<file path="config.mk">
export PLATFORM = sky130hd
export DESIGN_NAME = bout_referee
export DESIGN_NICKNAME = d
export VERILOG_FILES = /design/src/rtl/bout_referee_pkg.sv /design/src/rtl/bout_referee_frame_timer.sv /design/src/rtl/bout_referee.sv
export SDC_FILE = /design/constraint.sdc
export NUM_CORES = 1
export LEC_CHECK = 0
export BUFFER_PORTS_ARGS = -buffer_cell sky130_fd_sc_hd__buf_2
export CAP_MARGIN = 20
export CELL_PAD_IN_SITES_DETAIL_PLACEMENT = 1
export CELL_PAD_IN_SITES_GLOBAL_PLACEMENT = 2
export CORE_ASPECT_RATIO = 1.5
export CORE_MARGIN = 2
export CORE_UTILIZATION = 31
export DETAILED_ROUTE_END_ITERATION = 8
export GPL_TIMING_DRIVEN = 0
export PLACE_DENSITY_LB_ADDON = 0.1
export SETUP_SLACK_MARGIN = 0.05
export SYNTH_ARGS = -nofsm -noshare
export SYNTH_HDL_FRONTEND = slang
export SYNTH_SLANG_ARGS = --single-unit
export TNS_END_PERCENT = 5
</file>
<file path="constraint.sdc">
create_clock -name clk_pixel_in -period 1.82 [get_ports clk_pixel_in]
set_input_delay 0.091 -clock clk_pixel_in [delete_from_list [all_inputs] [get_ports clk_pixel_in]]
set_output_delay 0.091 -clock clk_pixel_in [all_outputs]
set_load 0.01 [all_outputs]
</file>
<file path="src/rtl/bout_referee_pkg.sv">
// Shared types and constants for the bout referee: state and winner encodings,
// counter widths and the countdown seconds helper.
package bout_referee_pkg;

  localparam int unsigned POINT_W = 4;
  localparam int unsigned TIMER_W = 8;

  typedef enum logic [2:0] {
    StIdle       = 3'd0,
    StCountdown  = 3'd1,
    StFight      = 3'd2,
    StPointPause = 3'd3,
    StMatchOver  = 3'd4
  } referee_state_t;

  typedef enum logic [1:0] {
    WinNone     = 2'b00,
    WinPlayer   = 2'b01,
    WinOpponent = 2'b10
  } winner_t;

  // Whole seconds still to show, rounded up: counts the second boundaries still ahead.
  function automatic logic [1:0] secs_left(input logic [TIMER_W-1:0] frames,
                                           input int unsigned fps,
                                           input int unsigned secs);
    logic [1:0] n;
    n = 2'd0;
    for (int unsigned k = 0; k < secs; k++) begin
      if (32'(frames) > k * fps) n = n + 2'd1;
    end
    return n;
  endfunction

endpackage

</file>
<file path="src/rtl/bout_referee_frame_timer.sv">
// Loadable frame down-counter shared by the countdown and the post-point pause.
module bout_referee_frame_timer
  import bout_referee_pkg::*;
(
  input  logic               clk_i,
  input  logic               rst_i,
  input  logic               load_i,
  input  logic [TIMER_W-1:0] load_val_i,
  input  logic               tick_i,
  output logic [TIMER_W-1:0] count_o,
  output logic               done_o
);

  logic [TIMER_W-1:0] count_d, count_q;

  always_comb begin
    count_d = count_q;
    if (load_i) begin
      count_d = load_val_i;
    end else if (tick_i && (count_q != '0)) begin
      count_d = count_q - TIMER_W'(1);
    end
  end

  always_ff @(posedge clk_i) begin
    if (rst_i) count_q <= '0;
    else       count_q <= count_d;
  end

  assign count_o = count_q;
  // Fires on the frame that takes the count to zero.
  assign done_o  = tick_i && (count_q <= TIMER_W'(1));

endmodule

</file>
<file path="src/rtl/bout_referee.sv">
// Match-level scheduler: paces the action FSM per frame, tallies touches and
// runs countdown, post-point pause and match-over.
module bout_referee
  import bout_referee_pkg::*;
#(
  parameter int unsigned FPS           = 60,
  parameter int unsigned COUNTDOWN_SEC = 3,
  parameter int unsigned PAUSE_FRAMES  = 90,
  parameter int unsigned POINTS_TO_WIN = 5,
  parameter int unsigned RESP_TIMEOUT  = 32
) (
  input  logic               clk_pixel_in,
  input  logic               rst_in,
  input  logic               frame_start_in,
  input  logic               start_in,
  input  logic               fsm_valid_in,
  input  logic               player_scored_in,
  input  logic               opponent_scored_in,
  output logic               sync_valid_out,
  output logic               fsm_rst_out,
  output logic [POINT_W-1:0] player_points_out,
  output logic [POINT_W-1:0] opponent_points_out,
  output logic [1:0]         countdown_out,
  output logic [2:0]         state_out,
  output logic [1:0]         winner_out,
  output logic               timeout_err_out
);

  localparam logic [TIMER_W-1:0] CountdownLoad = TIMER_W'(COUNTDOWN_SEC * FPS);
  localparam logic [TIMER_W-1:0] PauseLoad     = TIMER_W'(PAUSE_FRAMES);
  localparam logic [POINT_W-1:0] WinPoints     = POINT_W'(POINTS_TO_WIN);
  localparam int unsigned        WaitW         = $clog2(RESP_TIMEOUT);
  localparam logic [WaitW-1:0]   WaitLast      = WaitW'(RESP_TIMEOUT - 1);

  referee_state_t     state_d, state_q;
  winner_t            winner_d, winner_q;
  logic [POINT_W-1:0] player_pts_d, player_pts_q, opp_pts_d, opp_pts_q;
  logic               err_d, err_q, sync_d, sync_q, fsm_rst_d, fsm_rst_q;
  logic               waiting_d, waiting_q;
  logic [WaitW-1:0]   wait_cnt_d, wait_cnt_q;
  logic               timer_load, timer_done;
  logic [TIMER_W-1:0] timer_val, timer_count;

  bout_referee_frame_timer u_frame_timer (
    .clk_i      (clk_pixel_in),
    .rst_i      (rst_in),
    .load_i     (timer_load),
    .load_val_i (timer_val),
    .tick_i     (frame_start_in),
    .count_o    (timer_count),
    .done_o     (timer_done)
  );

  always_comb begin
    state_d      = state_q;
    winner_d     = winner_q;
    player_pts_d = player_pts_q;
    opp_pts_d    = opp_pts_q;
    err_d        = err_q;
    sync_d       = 1'b0;
    fsm_rst_d    = 1'b0;
    waiting_d    = waiting_q;
    wait_cnt_d   = wait_cnt_q;
    timer_load   = 1'b0;
    timer_val    = CountdownLoad;
    unique case (state_q)
      StIdle, StMatchOver: begin
        if (frame_start_in && start_in) begin
          state_d      = StCountdown;
          winner_d     = WinNone;
          player_pts_d = '0;
          opp_pts_d    = '0;
          err_d        = 1'b0;
          fsm_rst_d    = 1'b1;
          timer_load   = 1'b1;
        end
      end
      StCountdown: begin
        if (timer_done) state_d = StFight;
      end
      StFight: begin
        // Frames arriving while a response is outstanding are dropped.
        if (waiting_q) begin
          wait_cnt_d = wait_cnt_q + WaitW'(1);
          if (fsm_valid_in) begin
            waiting_d = 1'b0;
            if (player_scored_in || opponent_scored_in) begin
              state_d    = StPointPause;
              timer_load = 1'b1;
              timer_val  = PauseLoad;
            end
            if (player_scored_in && !opponent_scored_in && (player_pts_q != WinPoints)) begin
              player_pts_d = player_pts_q + POINT_W'(1);
            end
            if (opponent_scored_in && !player_scored_in && (opp_pts_q != WinPoints)) begin
              opp_pts_d = opp_pts_q + POINT_W'(1);
            end
          end else if (wait_cnt_q == WaitLast) begin
            waiting_d = 1'b0;
            err_d     = 1'b1;
            fsm_rst_d = 1'b1;
          end
        end else if (frame_start_in) begin
          sync_d     = 1'b1;
          waiting_d  = 1'b1;
          wait_cnt_d = '0;
        end
      end
      StPointPause: begin
        if (timer_done) begin
          if ((player_pts_q == WinPoints) || (opp_pts_q == WinPoints)) begin
            state_d  = StMatchOver;
            winner_d = (player_pts_q == WinPoints) ? WinPlayer : WinOpponent;
          end else begin
            state_d    = StCountdown;
            fsm_rst_d  = 1'b1;
            timer_load = 1'b1;
          end
        end
      end
      default: state_d = StIdle;
    endcase
  end

  always_ff @(posedge clk_pixel_in) begin
    if (rst_in) begin
      state_q      <= StIdle;
      winner_q     <= WinNone;
      player_pts_q <= '0;
      opp_pts_q    <= '0;
      err_q        <= 1'b0;
      sync_q       <= 1'b0;
      fsm_rst_q    <= 1'b0;
      waiting_q    <= 1'b0;
      wait_cnt_q   <= '0;
    end else begin
      state_q      <= state_d;
      winner_q     <= winner_d;
      player_pts_q <= player_pts_d;
      opp_pts_q    <= opp_pts_d;
      err_q        <= err_d;
      sync_q       <= sync_d;
      fsm_rst_q    <= fsm_rst_d;
      waiting_q    <= waiting_d;
      wait_cnt_q   <= wait_cnt_d;
    end
  end

  assign sync_valid_out      = sync_q;
  assign fsm_rst_out         = fsm_rst_q;
  assign player_points_out   = player_pts_q;
  assign opponent_points_out = opp_pts_q;
  assign state_out           = state_q;
  assign winner_out          = winner_q;
  assign timeout_err_out     = err_q;
  assign countdown_out       = (state_q == StCountdown) ?
                               secs_left(timer_count, FPS, COUNTDOWN_SEC) : 2'd0;

endmodule

</file>
==> reports/metrics.yaml <==
status: "complete, but fails checks"
failed_checks: "setup timing"
critPathLaunch: "u_frame_timer.count_o[5]"
gp_congestion: 0.750
syn_avg_cell_area_um2: 8.73
setup_tns_ns: -0.844
pin_count: 25
synth-seq-area-share: 0.334
grt_setup_unrepaired: "true"
nNetsFinal: 260
clockBufferDepth: 2
ys_types: 54
grt_pass1_vias: 1941
hpwl_mm: 4.23
synthesis.area_um2: 1800
worst_pin_slew_ns: 0.655
grt-ovfl-total: 0
crit_chain: "and3_1 > a311oi_2 > inv_1 > ha_4 > xor2_1 > nor3_2 > buf_2"
crit_family: "flip-flops"
synth_top_area_cell: "dfxtp_1"
holdWs_ns: 0.152
drive_gt1_frac: 0.361
r2r-start: "state_out[1]"
syn2layout_area_growth_pct: 30.5
final_area_um2: 2350
start_util: 0.315
dieHeight_um: 97.3
critPathLaunchType: "register"
numCtsBuffers: 5
power_leakage_nw: 0.898
synth.net_count: 223
drc_errors: 0
grt_usage: 0.196
setup_viol_count_final: 10
fmax_ghz: 0.481
async_flop_share: 0
synth_edf_count: 0
min_from: "start_in"
antenna_found_initial: 0
vias: 1738
max_cap_viol_count: 0
synthTopCellsByArea: "dfxtp_1, ha_1, a21oi_1"
postRouteAntennaNets: 0
grt_max_degree: 11
slew_headroom: 0.563
end_kind: "output port"
postCtsHoldBufs: 0
drt_iter0_drc: 23
slew_viol_final: 0
wl_mm: 5.95
grt_first_pass_wirelength_mm: 9.72
cts.clk_slew.worst_paths_ns: 0.08
diodes: 0
wl_per_cell_um: 18.8
cp_slowest_cell: "dfxtp_2"
yosysMostFrequentCell: "dfxtp_1"
min_path_type: "in2reg"
p_per_area_nw_per_um2: 937
via_per_inst: 5.50
synth_common_cells: "dfxtp_1, a21oi_1, inv_1"
fin_skew_ns: 0.0110
dpl_cell_area_um2: 2010
die_x_um: 66.2
port_buffers: 23
finalCritPeriodShare: 1.14
ir_drop_mv: 0.341
synth_seq_cells: 30
crit_fanout: 6
finalHoldViolations: 0
critical_path_buf_inv_count: 2
critical_path_class: "reg2out"
cts_tree: "built"
synth_top_cell_area_share: 0.334
layout_setup_ws_ns: -0.258
cts.sinks: 30
ff2ff_setup_slack_ns: -0.12
dieArea_um2: 6440
clkLatencyLatePin_ns: 0.29
synth_flop_cell: "dfxtp_1"
cts-root-buf: "clkbuf_8"
cp.arrival_ns: 1.99
core_um2: 5700
crit_required_ns: 1.73
finalPower_mw: 2.20
rows: 34
syn_inst: 206
slowest_delay_ns: 0.37
drt_pass1_iterations: 4
finalCriticalPeriod_ns: 2.08
ctsHtreeMaxLevel: 2
ys_warn_count: 0
==> per-stage QoR <==
step / worst slack (ns) / utilization / cells
after global placement: -0.276 / 0.353 / 301
after global routing: -0.347 / 0.412 / 316
after detailed placement: -0.364 / 0.353 / 301
after floorplan: 0.0288 / - / 206
final: -0.258 / 0.412 / 316
after CTS: -0.261 / 0.401 / 316
==> power by group <==
part | total, mW | switching (mW) | internal, mW
Sequential | 0.770 | 0.0649 | 0.705
Combinational | 0.747 | 0.418 | 0.329
Clock | 0.681 | 0.278 | 0.403
==> layout by cell type, fill, tap and decap left out, drive strengths merged, types with 4 or more instances in the layout <==
master / n
or4: 8
ha: 10
o21ai: 13
inv: 14
o31ai: 6
or2: 4
buf: 34
nand3: 10
a211oi: 4
nor3: 4
a21oi: 15
nor2: 8
dfxtp: 30
a31oi: 4
nor3b: 5
clkbuf: 10
nand2: 11
==> kinds of logic (layout without fill, tap and decap cells) <==
logic type | after synthesis | count (layout) | share of synthesized area
adders and majority gates | 10 | 10 | 0.0696
DFF | 30 | 30 | 0.334
and+or+nand+nor | 75 | 75 | 0.270
muxes | 4 | 4 | 0.0230
buffers and inverters | 23 | 61 | 0.0578
AOI/OAI and AO/OA | 61 | 61 | 0.231
xor gates and xnor gates | 3 | 3 | 0.0146
==> final cells by class <==
cell class / count / area [um2]
Sequential cell: 30 / 623
Clock buffer: 5 / 68.8
Fill cell: 690 / 3350
Multi-Input combinational cell: 153 / 1240
Timing Repair Buffer: 30 / 171
Clock inverter: 3 / 40.0
Inverter: 14 / 55.1
Buffer: 9 / 57.6
Tap cell: 72 / 90.1
==> metal layers <==
metal	vias to the layer above	part of all wire	global-route usage
met1	860	0.40	0.211
met2	19	0.57	0.379
met5	-	0	0
met4	0	0.013	0.0565
met3	6	0.016	0.0243
li1	853	-	-
==> flip-flops by register name, summed over array words and instances, names as in the netlist <==
| register | cells |
|---|---|
| player_points_out | 4 |
| timeout_err_out | 1 |
| sync_valid_out | 1 |
| waiting_q | 1 |
| u_frame_timer.count_o | 8 |
| state_out | 3 |
| opponent_points_out | 4 |
| wait_cnt_q | 5 |
| fsm_rst_out | 1 |
| winner_out | 2 |
==> worst paths after layout <==
path / endpoint / cells after the start
max reg2reg: player_points_out[0] / 6
max: countdown_out[0] / 7
min: state_out[2] / 4
min reg2reg: timeout_err_out / 2
==> worst register-to-register path: cells and delay by family, from the launching register on <==
family	cells	cell delay, ns
compound gates	2	0.31
flops	1	0.33
simple gates	2	0.92
buf+inv	2	0.32
==> timing repair <==
| action | in CTS | in global routing |
|---|---|---|
| endpoints found under the setup margin | 22 | 26 |
| pin swaps | 6 | 10 |
| resized for setup | 31 | 20 |
| setup buffers | 7 | 0 |
(Power assumes the default switching activity.)
